[src/rtl/sale_terminal_pkg.sv]
// Shared types and sizes for the sale terminal keypad path.
package sale_terminal_pkg;

  localparam int unsigned KEY_N = 16;
  localparam int unsigned KEY_W = 4;

  typedef logic [KEY_W-1:0] key_code_t;

  typedef enum logic [1:0] {
    IDLE,
    DEBOUNCE,
    OFFER,
    RELEASE
  } kp_state_t;

endpackage

[src/rtl/onehot_encoder16x4.sv]
// Combinational 16-to-4 encoder with a popcount==1 flag.
module onehot_encoder16x4
  import sale_terminal_pkg::*;
(
  input  logic [KEY_N-1:0] pattern,
  output logic [KEY_W-1:0] code,
  output logic             onehot
);

  localparam int unsigned ONES_W = $clog2(KEY_N + 1);

  logic [ONES_W-1:0] ones;

  // OR together the indices of set bits; exact only when a single bit is set.
  always_comb begin
    code = '0;
    ones = '0;
    for (int i = 0; i < KEY_N; i++) begin
      if (pattern[i]) begin
        code = code | KEY_W'(i);
        ones = ones + ONES_W'(1);
      end
    end
  end

  assign onehot = (ones == ONES_W'(1));

endmodule

[src/rtl/keypad_encoder.sv]
// Debounces 16 raw key lines and offers one 4-bit key code per press on a
// valid/ready handshake; multi-key patterns produce a one-cycle error pulse.
module keypad_encoder
  import sale_terminal_pkg::*;
#(
  parameter int unsigned DEBOUNCE_CYCLES = 50000,
  parameter int unsigned CNT_W           = 16
) (
  input  logic             clk,
  input  logic             rst,
  input  logic [KEY_N-1:0] keys_in,
  output logic [KEY_W-1:0] key_code,
  output logic             key_valid,
  input  logic             key_ready,
  output logic             multi_err,
  output logic             busy
);

  localparam logic [CNT_W-1:0] CNT_LAST = CNT_W'(DEBOUNCE_CYCLES - 1);

  logic [KEY_N-1:0] kmeta;
  logic [KEY_N-1:0] ksync;
  logic [KEY_N-1:0] snapshot;
  logic [CNT_W-1:0] cnt;
  kp_state_t        state;
  key_code_t        snap_code;
  logic             snap_onehot;

  onehot_encoder16x4 u_enc (
    .pattern (snapshot),
    .code    (snap_code),
    .onehot  (snap_onehot)
  );

  // Two-flop synchroniser for the asynchronous key lines.
  always_ff @(posedge clk or posedge rst) begin
    if (rst) begin
      kmeta <= '0;
      ksync <= '0;
    end else begin
      kmeta <= keys_in;
      ksync <= kmeta;
    end
  end

  // Main FSM with counter, snapshot and registered outputs.
  always_ff @(posedge clk or posedge rst) begin
    if (rst) begin
      state     <= IDLE;
      cnt       <= '0;
      snapshot  <= '0;
      key_code  <= '0;
      key_valid <= 1'b0;
      multi_err <= 1'b0;
      busy      <= 1'b0;
    end else begin
      multi_err <= 1'b0;
      case (state)
        IDLE: begin
          if (ksync != '0) begin
            snapshot <= ksync;
            cnt      <= '0;
            state    <= DEBOUNCE;
            busy     <= 1'b1;
          end
        end
        DEBOUNCE: begin
          if (ksync == '0) begin
            cnt   <= '0;
            state <= IDLE;
            busy  <= 1'b0;
          end else if (ksync != snapshot) begin
            // Pattern moved: restart the stability window on the new pattern.
            snapshot <= ksync;
            cnt      <= '0;
          end else if (cnt == CNT_LAST) begin
            cnt <= '0;
            if (snap_onehot) begin
              key_code  <= snap_code;
              key_valid <= 1'b1;
              state     <= OFFER;
            end else begin
              multi_err <= 1'b1;
              state     <= RELEASE;
            end
          end else begin
            cnt <= cnt + CNT_W'(1);
          end
        end
        OFFER: begin
          // Key lines are ignored here; the event stays until accepted.
          if (key_valid && key_ready) begin
            key_valid <= 1'b0;
            cnt       <= '0;
            state     <= RELEASE;
          end
        end
        RELEASE: begin
          // Need a full window of all-released cycles before re-arming.
          if (ksync != '0) begin
            cnt <= '0;
          end else if (cnt == CNT_LAST) begin
            cnt   <= '0;
            state <= IDLE;
            busy  <= 1'b0;
          end else begin
            cnt <= cnt + CNT_W'(1);
          end
        end
        default: begin
          cnt   <= '0;
          state <= IDLE;
          busy  <= 1'b0;
        end
      endcase
    end
  end

endmodule

[config.mk]
export PLATFORM = sky130hd
export DESIGN_NAME = keypad_encoder
export DESIGN_NICKNAME = d
export VERILOG_FILES = /design/src/rtl/sale_terminal_pkg.sv /design/src/rtl/onehot_encoder16x4.sv /design/src/rtl/keypad_encoder.sv
export SDC_FILE = /design/constraint.sdc
export NUM_CORES = 1
export LEC_CHECK = 0
export CAP_MARGIN = 20
export CORE_MARGIN = 2
export CORE_UTILIZATION = 35
export DETAILED_ROUTE_END_ITERATION = 12
export SLEW_MARGIN = 15
export SYNTH_ARGS = -nofsm -noshare
export SYNTH_HDL_FRONTEND = slang
export SYNTH_SLANG_ARGS = --single-unit
[constraint.sdc]
create_clock -name clk -period 11.3 [get_ports clk]
set_input_delay 1.13 -clock clk [delete_from_list [all_inputs] [get_ports clk]]
set_output_delay 1.13 -clock clk [all_outputs]
set_load 0.01 [all_outputs]
==> run summary, run 1 <==
Maximum achievable frequency: 97.3 MHz
Period Utilization, post-route: 0.909
Cell type with the highest occurrence count on the critical path: ha_1
Post-synth net total: 484
Share of post-route cells with drive strength above 1: 0.131
Met2 wire len: 4080 um
Number of max-cap violations: 0
Worst Path Required: 11.51 ns
Routability Congestion: 0.759
Power density cells: 209 nW/um^2
Shortest period the worst path allows: 10.27 ns
Antenna violations before repair: 0
Commonest register cell after synthesis: dfrtp_1
Worst voltage drop across the vdd grid: 0.125 mV
Kind of end point of the critical path: flip-flop
Category of the critical setup timing path: flip-flop to flip-flop
Cell area after synthesis: 4610 sq um
Setup violations, final: 0
Run status: complete, no violations
Number of standard cells in the final layout excluding fillers: 645
Post_cts resized: 0
Global-route wire length before repair: 15,100 um
Drt pass-1 iters: 4
Area of combinational cells with multiple inputs: 2550 sq um
Post-synthesis sequential area ratio: 0.396
RSZ-0062 raised after global routing: no
Number of I/O port buffers: 25
Via count of the first global-routing pass: 3,193
All-Layer GR Usage: 0.133
Synthesized area per cell: 10.3 sq um
Async set-reset flop share out of synthesis: 1.00
Register bit count reported by yosys: 73
Antenna diodes: 0
Initial Util: 0.362
Post-cts hold buffer count: 0
Largest net degree at the start of global routing: 74
Antenna Violating Nets Remaining: 0
Max-slew headroom at the worst pin: 0.350
WL per Instance: 13.4 um
Leak: 0.00216 uW
# DRC: 0
Area added between synthesis and finish: 14.4%
Net count reported at finish: 503
Max H-tree Level: 3
Total number of clock tree sinks: 73
Commonest cells after routing, fill and taps aside: 73 x dfrtp_1, 48 x nand2_1, 32 x xor2_1, 31 x nor2_1
Count of final hold-check violations: 0
Total wire length: 8670 um
Horiz. Die Dim: 119 um
Syn. warnings: 0
CTS tree: done
Worst Path Max Fanout: 5
Top-level port count: 26
Top layer reached by signal wires: met4
Final-layout setup total negative slack: 0 ns
Clk slew on worst S/H paths: 0.06 ns
Via/cell ratio: 5.07
Final Hold Slack: 0.344 ns
# rows: 41
Post-DP HPWL: 6430 um
Via count: 3,269
Register area: 1830 sq um
Die H: 119 um
Cell at the slowest stage of the critical path: dfrtp_1
Number of pins exceeding their max-slew limit in the final report: 0
Core Box Area: 12,700 sq um
Slew at the pin closest to its max-slew limit: 0.968 ns
Number of DRC markers in iteration 0: 120
Clock buffers created by TritonCTS: 9
Critical path data arrival time: 10.49 ns
Buffers inserted during post-CTS setup optimization: 0
Number of instances in the synthesized netlist: 449
Routed met3 length: 241 um
Core Util, Final: 0.415
Maximum cell stage delay along the critical path: 0.41 ns
Max Buffers Root-to-Sink: 2
Number of different library cells in the post-synthesis netlist: 67
WL met1: 4140 um
Number of enable-type register cells in the synthesized netlist: 0
Worst min-delay path class: flip-flop to flip-flop
Most common library cell in the layout ignoring fill and taps: dfrtp_1
Dpl cells: 628
Fin Clk Skew: 0.00410 ns
Area of the die: 14,100 sq um
Number of inserted filler cells in the final layout: 1,255
Crit start category: flip-flop
Congestion Overflow GR: 0
Clock insertion delay at the later pin of the skew report: 0.33 ns
Total Power: 1100 uW
Buffer cell driving the clock tree root: clkbuf_16
cell families after synthesis:
group | count (synthesis) | synth area share
adders and majority gates | 16 | 0.0434
muxes | 23 | 0.0584
and+or+nand+nor | 153 | 0.170
AOI/OAI and AO/OA | 72 | 0.103
buffers and inverters | 41 | 0.0499
DFF | 73 | 0.396
xor gates and xnor gates | 71 | 0.179
sequential cells by signal, indices dropped and copies added (netlist names), named ones only:
| name | flops |
|---|---|
| snapshot | 16 |
| kmeta | 16 |
| cnt | 16 |
| multi_err | 1 |
| key_code | 4 |
| ksync | 16 |
| key_valid | 1 |
| state | 1 |
| busy | 1 |
worst max-delay path, delay by kind of cell (launching register included):
kind | cells | cell delay (ns)
and+or+nand+nor | 10 | 1.47
adders and majority gates | 14 | 4.17
AOI/OAI and AO/OA | 13 | 2.22
muxes | 6 | 1.50
buffers and inverters | 5 | 0.36
DFF | 1 | 0.41
worst paths after layout:
kind	cells after the start	slack, ns	end	from
setup / recovery	48	1.03	key_code[2]$_DFFE_PP0P_	snapshot[0]$_DFFE_PP0P_
hold reg to reg	0	0.34	ksync[4]$_DFF_PP0_	kmeta[4]$_DFF_PP0_
min in group asynchronous	3	1.39	kmeta[15]$_DFF_PP0_	rst
max in group asynchronous	3	9.36	ksync[3]$_DFF_PP0_	rst
hold / removal	0	0.34	ksync[4]$_DFF_PP0_	kmeta[4]$_DFF_PP0_
setup reg to reg	48	1.03	key_code[2]$_DFFE_PP0P_	snapshot[0]$_DFFE_PP0P_
synthesized netlist by cell type, types with 4 or more instances:
library cell / n / share of area
clkbuf_1: 10 / 0.0081
o21ai_0: 23 / 0.025
xor2_1: 32 / 0.061
nor3_1: 6 / 0.0065
mux2i_1: 4 / 0.0087
inv_1: 20 / 0.016
nand2_1: 48 / 0.039
nand3_1: 9 / 0.0098
xnor2_4: 4 / 0.024
or3_1: 6 / 0.0081
nand4_1: 10 / 0.014
xnor2_1: 25 / 0.048
nand3b_1: 4 / 0.0065
o21a_1: 4 / 0.0065
mux2_4: 4 / 0.013
ha_1: 16 / 0.043
dfrtp_1: 73 / 0.40
nor2_1: 31 / 0.025
nor4_1: 14 / 0.019
mux2_2: 15 / 0.037
or2_2: 4 / 0.0054
nand2b_1: 4 / 0.0054
a21oi_1: 16 / 0.017
buf_6: 8 / 0.020
per-layer routing:
metal	track usage	up-vias
met5	0	-
met3	0.0208	13
met4	0.0677	0
li1	-	1621
met1	0.175	1576
met2	0.212	59
per-stage QoR:
stage / setup WS [ns] / instance area (sq um)
after floorplan: 2.00 / 4610
after global placement: 1.39 / 4940
after detailed placement: 1.07 / 4940
after CTS: 1.03 / 5270
after global routing: 0.156 / 5280
final: 1.03 / 5280
layout make-up:
type,instances,share of cell area
tap,172,0.0408
inverter,21,0.0154
sequential,73,0.346
multi-input combinational,335,0.484
clock inverter,6,0.0171
timing repair buffer,28,0.0512
clock buffer,10,0.0453
report_power, final:
| group | internal (uW) | switching (uW) |
|---|---|---|
| Sequential | 270 | 14.1 |
| Combinational | 241 | 271 |
| Clock | 200 | 105 |
| Total | 711 | 390 |
(Power assumes the default switching activity.)
==> run 2: changes to the inputs <==
--- a/config.mk
+++ b/config.mk
@@ -9,7 +9,7 @@
 export CORE_MARGIN = 2
 export CORE_UTILIZATION = 35
 export DETAILED_ROUTE_END_ITERATION = 12
-export SLEW_MARGIN = 15
+export MAX_ROUTING_LAYER = met4
 export SYNTH_ARGS = -nofsm -noshare
 export SYNTH_HDL_FRONTEND = slang
 export SYNTH_SLANG_ARGS = --single-unit
==> run 2 against run 1 <==
Net effect: cell area hardly changed; critical path depth stayed put; clock power hardly changed; hold slack hardly changed; clock skew hardly changed; largest power group unchanged.
==> run summary, run 2 (synthesized netlist as in run 1, its figures left out) <==
Buffer cell driving the clock tree root: clkbuf_16
Startpoint of the lowest-slack register-to-register path: snapshot[0]$_DFFE_PP0P_
Number of pins exceeding their max-slew limit in the final report: 0
Congestion Overflow GR: 0
Area of the die: 14,100 sq um
Post_cts resized: 0
Dpl cells: 628
Slew at the pin closest to its max-slew limit: 0.963 ns
Clock buffers created by TritonCTS: 9
Global-route wire length before repair: 15,100 um
Final-layout setup total negative slack: 0 ns
Via count of the first global-routing pass: 3,196
Antenna diodes: 0
Die H: 119 um
Total number of clock tree sinks: 73
Antenna violations before repair: 0
Number of I/O port buffers: 25
Share of post-route cells with drive strength above 1: 0.131
Count of final hold-check violations: 0
Register area: 1830 sq um
Worst Path Max Fanout: 5
Fin Clk Skew: 0.00436 ns
Post-DP HPWL: 6430 um
Leak: 0.00216 uW
Routability Congestion: 0.769
Total Power: 1100 uW
Maximum cell stage delay along the critical path: 0.41 ns
Area added between synthesis and finish: 14.5%
Clock insertion delay at the later pin of the skew report: 0.33 ns
Max Buffers Root-to-Sink: 2
Core Box Area: 12,700 sq um
Depth of the worst register-to-register path: 48
CTS tree: done
RSZ-0062 raised after global routing: no
# rows: 41
Power density cells: 209 nW/um^2
# DRC: 0
Shortest period the worst path allows: 10.27 ns
Net count reported at finish: 503
Worst r2r dst: key_code[2]$_DFFE_PP0P_
Horiz. Die Dim: 119 um
Hold worst-path end: ksync[4]$_DFF_PP0_
Commonest cells after routing, fill and taps aside: 73 x dfrtp_1, 48 x nand2_1, 32 x xor2_1, 31 x nor2_1
Initial Util: 0.362
Cell at the slowest stage of the critical path: dfrtp_1
Buffers inserted during post-CTS setup optimization: 0
Drt pass-1 iters: 4
Number of inserted filler cells in the final layout: 1,254
Critical path data arrival time: 10.48 ns
Run status: complete, no violations
Crit start category: flip-flop
Post-cts hold buffer count: 0
Kind of end point of the critical path: flip-flop
Maximum achievable frequency: 97.4 MHz
Cell type with the highest occurrence count on the critical path: ha_1
Worst voltage drop across the vdd grid: 0.125 mV
WL per Instance: 13.5 um
Number of standard cells in the final layout excluding fillers: 645
Flop2flop setup slack: 1.03 ns
Most common library cell in the layout ignoring fill and taps: dfrtp_1
Worst min-delay path class: flip-flop to flip-flop
Max H-tree Level: 3
Area of combinational cells with multiple inputs: 2550 sq um
Top-level port count: 26
Via/cell ratio: 5.08
Total wire length: 8680 um
Category of the critical setup timing path: flip-flop to flip-flop
Worst Path Required: 11.51 ns
Max-slew headroom at the worst pin: 0.354
Largest net degree at the start of global routing: 74
Via count: 3,277
Core Util, Final: 0.415
Number of DRC markers in iteration 0: 124
Number of max-cap violations: 0
Count of cells along the worst hold path: 0
Hold Startpoint: kmeta[4]$_DFF_PP0_
Period Utilization, post-route: 0.909
Setup violations, final: 0
All-Layer GR Usage: 0.137
Antenna Violating Nets Remaining: 0
Clk slew on worst S/H paths: 0.06 ns
==> run 2: cell types whose count changed in the layout (fill, tap and decap cells not counted) <==
cell | before | now
buf_4 | 2 | 3
buf_2 | 1 | 0
==> run 2: power by group <==
part / internal [uW] / switching (uW) / total (uW)
clock: 200 / 105 / 305
sequential: 270 / 14.1 / 284
combinational: 241 / 271 / 512
==> run 2: how the worst max path moves through the flow <==
stage / start / endpoint / cells past startpoint
final: snapshot[0]$_DFFE_PP0P_ / key_code[2]$_DFFE_PP0P_ / 48
after global routing: snapshot[1]$_DFFE_PP0P_ / key_code[2]$_DFFE_PP0P_ / 48
after CTS: snapshot[1]$_DFFE_PP0P_ / key_code[1]$_DFFE_PP0P_ / 48
after detailed placement: snapshot[1]$_DFFE_PP0P_ / key_code[0]$_DFFE_PP0P_ / 48
after global placement: snapshot[1]$_DFFE_PP0P_ / key_code[1]$_DFFE_PP0P_ / 48
after floorplan: snapshot[0]$_DFFE_PP0P_ / key_code[0]$_DFFE_PP0P_ / 48
==> run 2: per-stage QoR <==
step	setup WS, ns	instance area [sq um]	hold WS (ns)
final	1.03	5280	0.344
after global routing	0.156	5280	0.351
after CTS	1.03	5270	0.344
after detailed placement	1.07	4940	0.335
after global placement	1.39	4940	0.335
after floorplan	2.00	4610	0.331
==> run 2: cell type report <==
type,instances,share of cell area
multi-input combinational,335,0.484
sequential,73,0.346
timing repair buffer,28,0.0517
clock buffer,10,0.0453
tap,172,0.0408
clock inverter,6,0.0171
inverter,21,0.0154
==> run 2: worst max-delay path: cells and delay by family (launching register included) <==
kind / cells / cell delay, ns
AOI/OAI and AO/OA: 13 / 2.22
DFF: 1 / 0.41
buffers and inverters: 5 / 0.35
and+or+nand+nor: 10 / 1.47
adders and majority gates: 14 / 4.18
muxes: 6 / 1.50
==> run 2: metal layers <==
metal,global-route usage,wire length (um),vias to the layer above
met2,0.212,4090,62
met5,-,0,-
li1,-,-,1623
met3,0.0203,247,13
met4,0.0677,206,0
met1,0.174,4140,1579
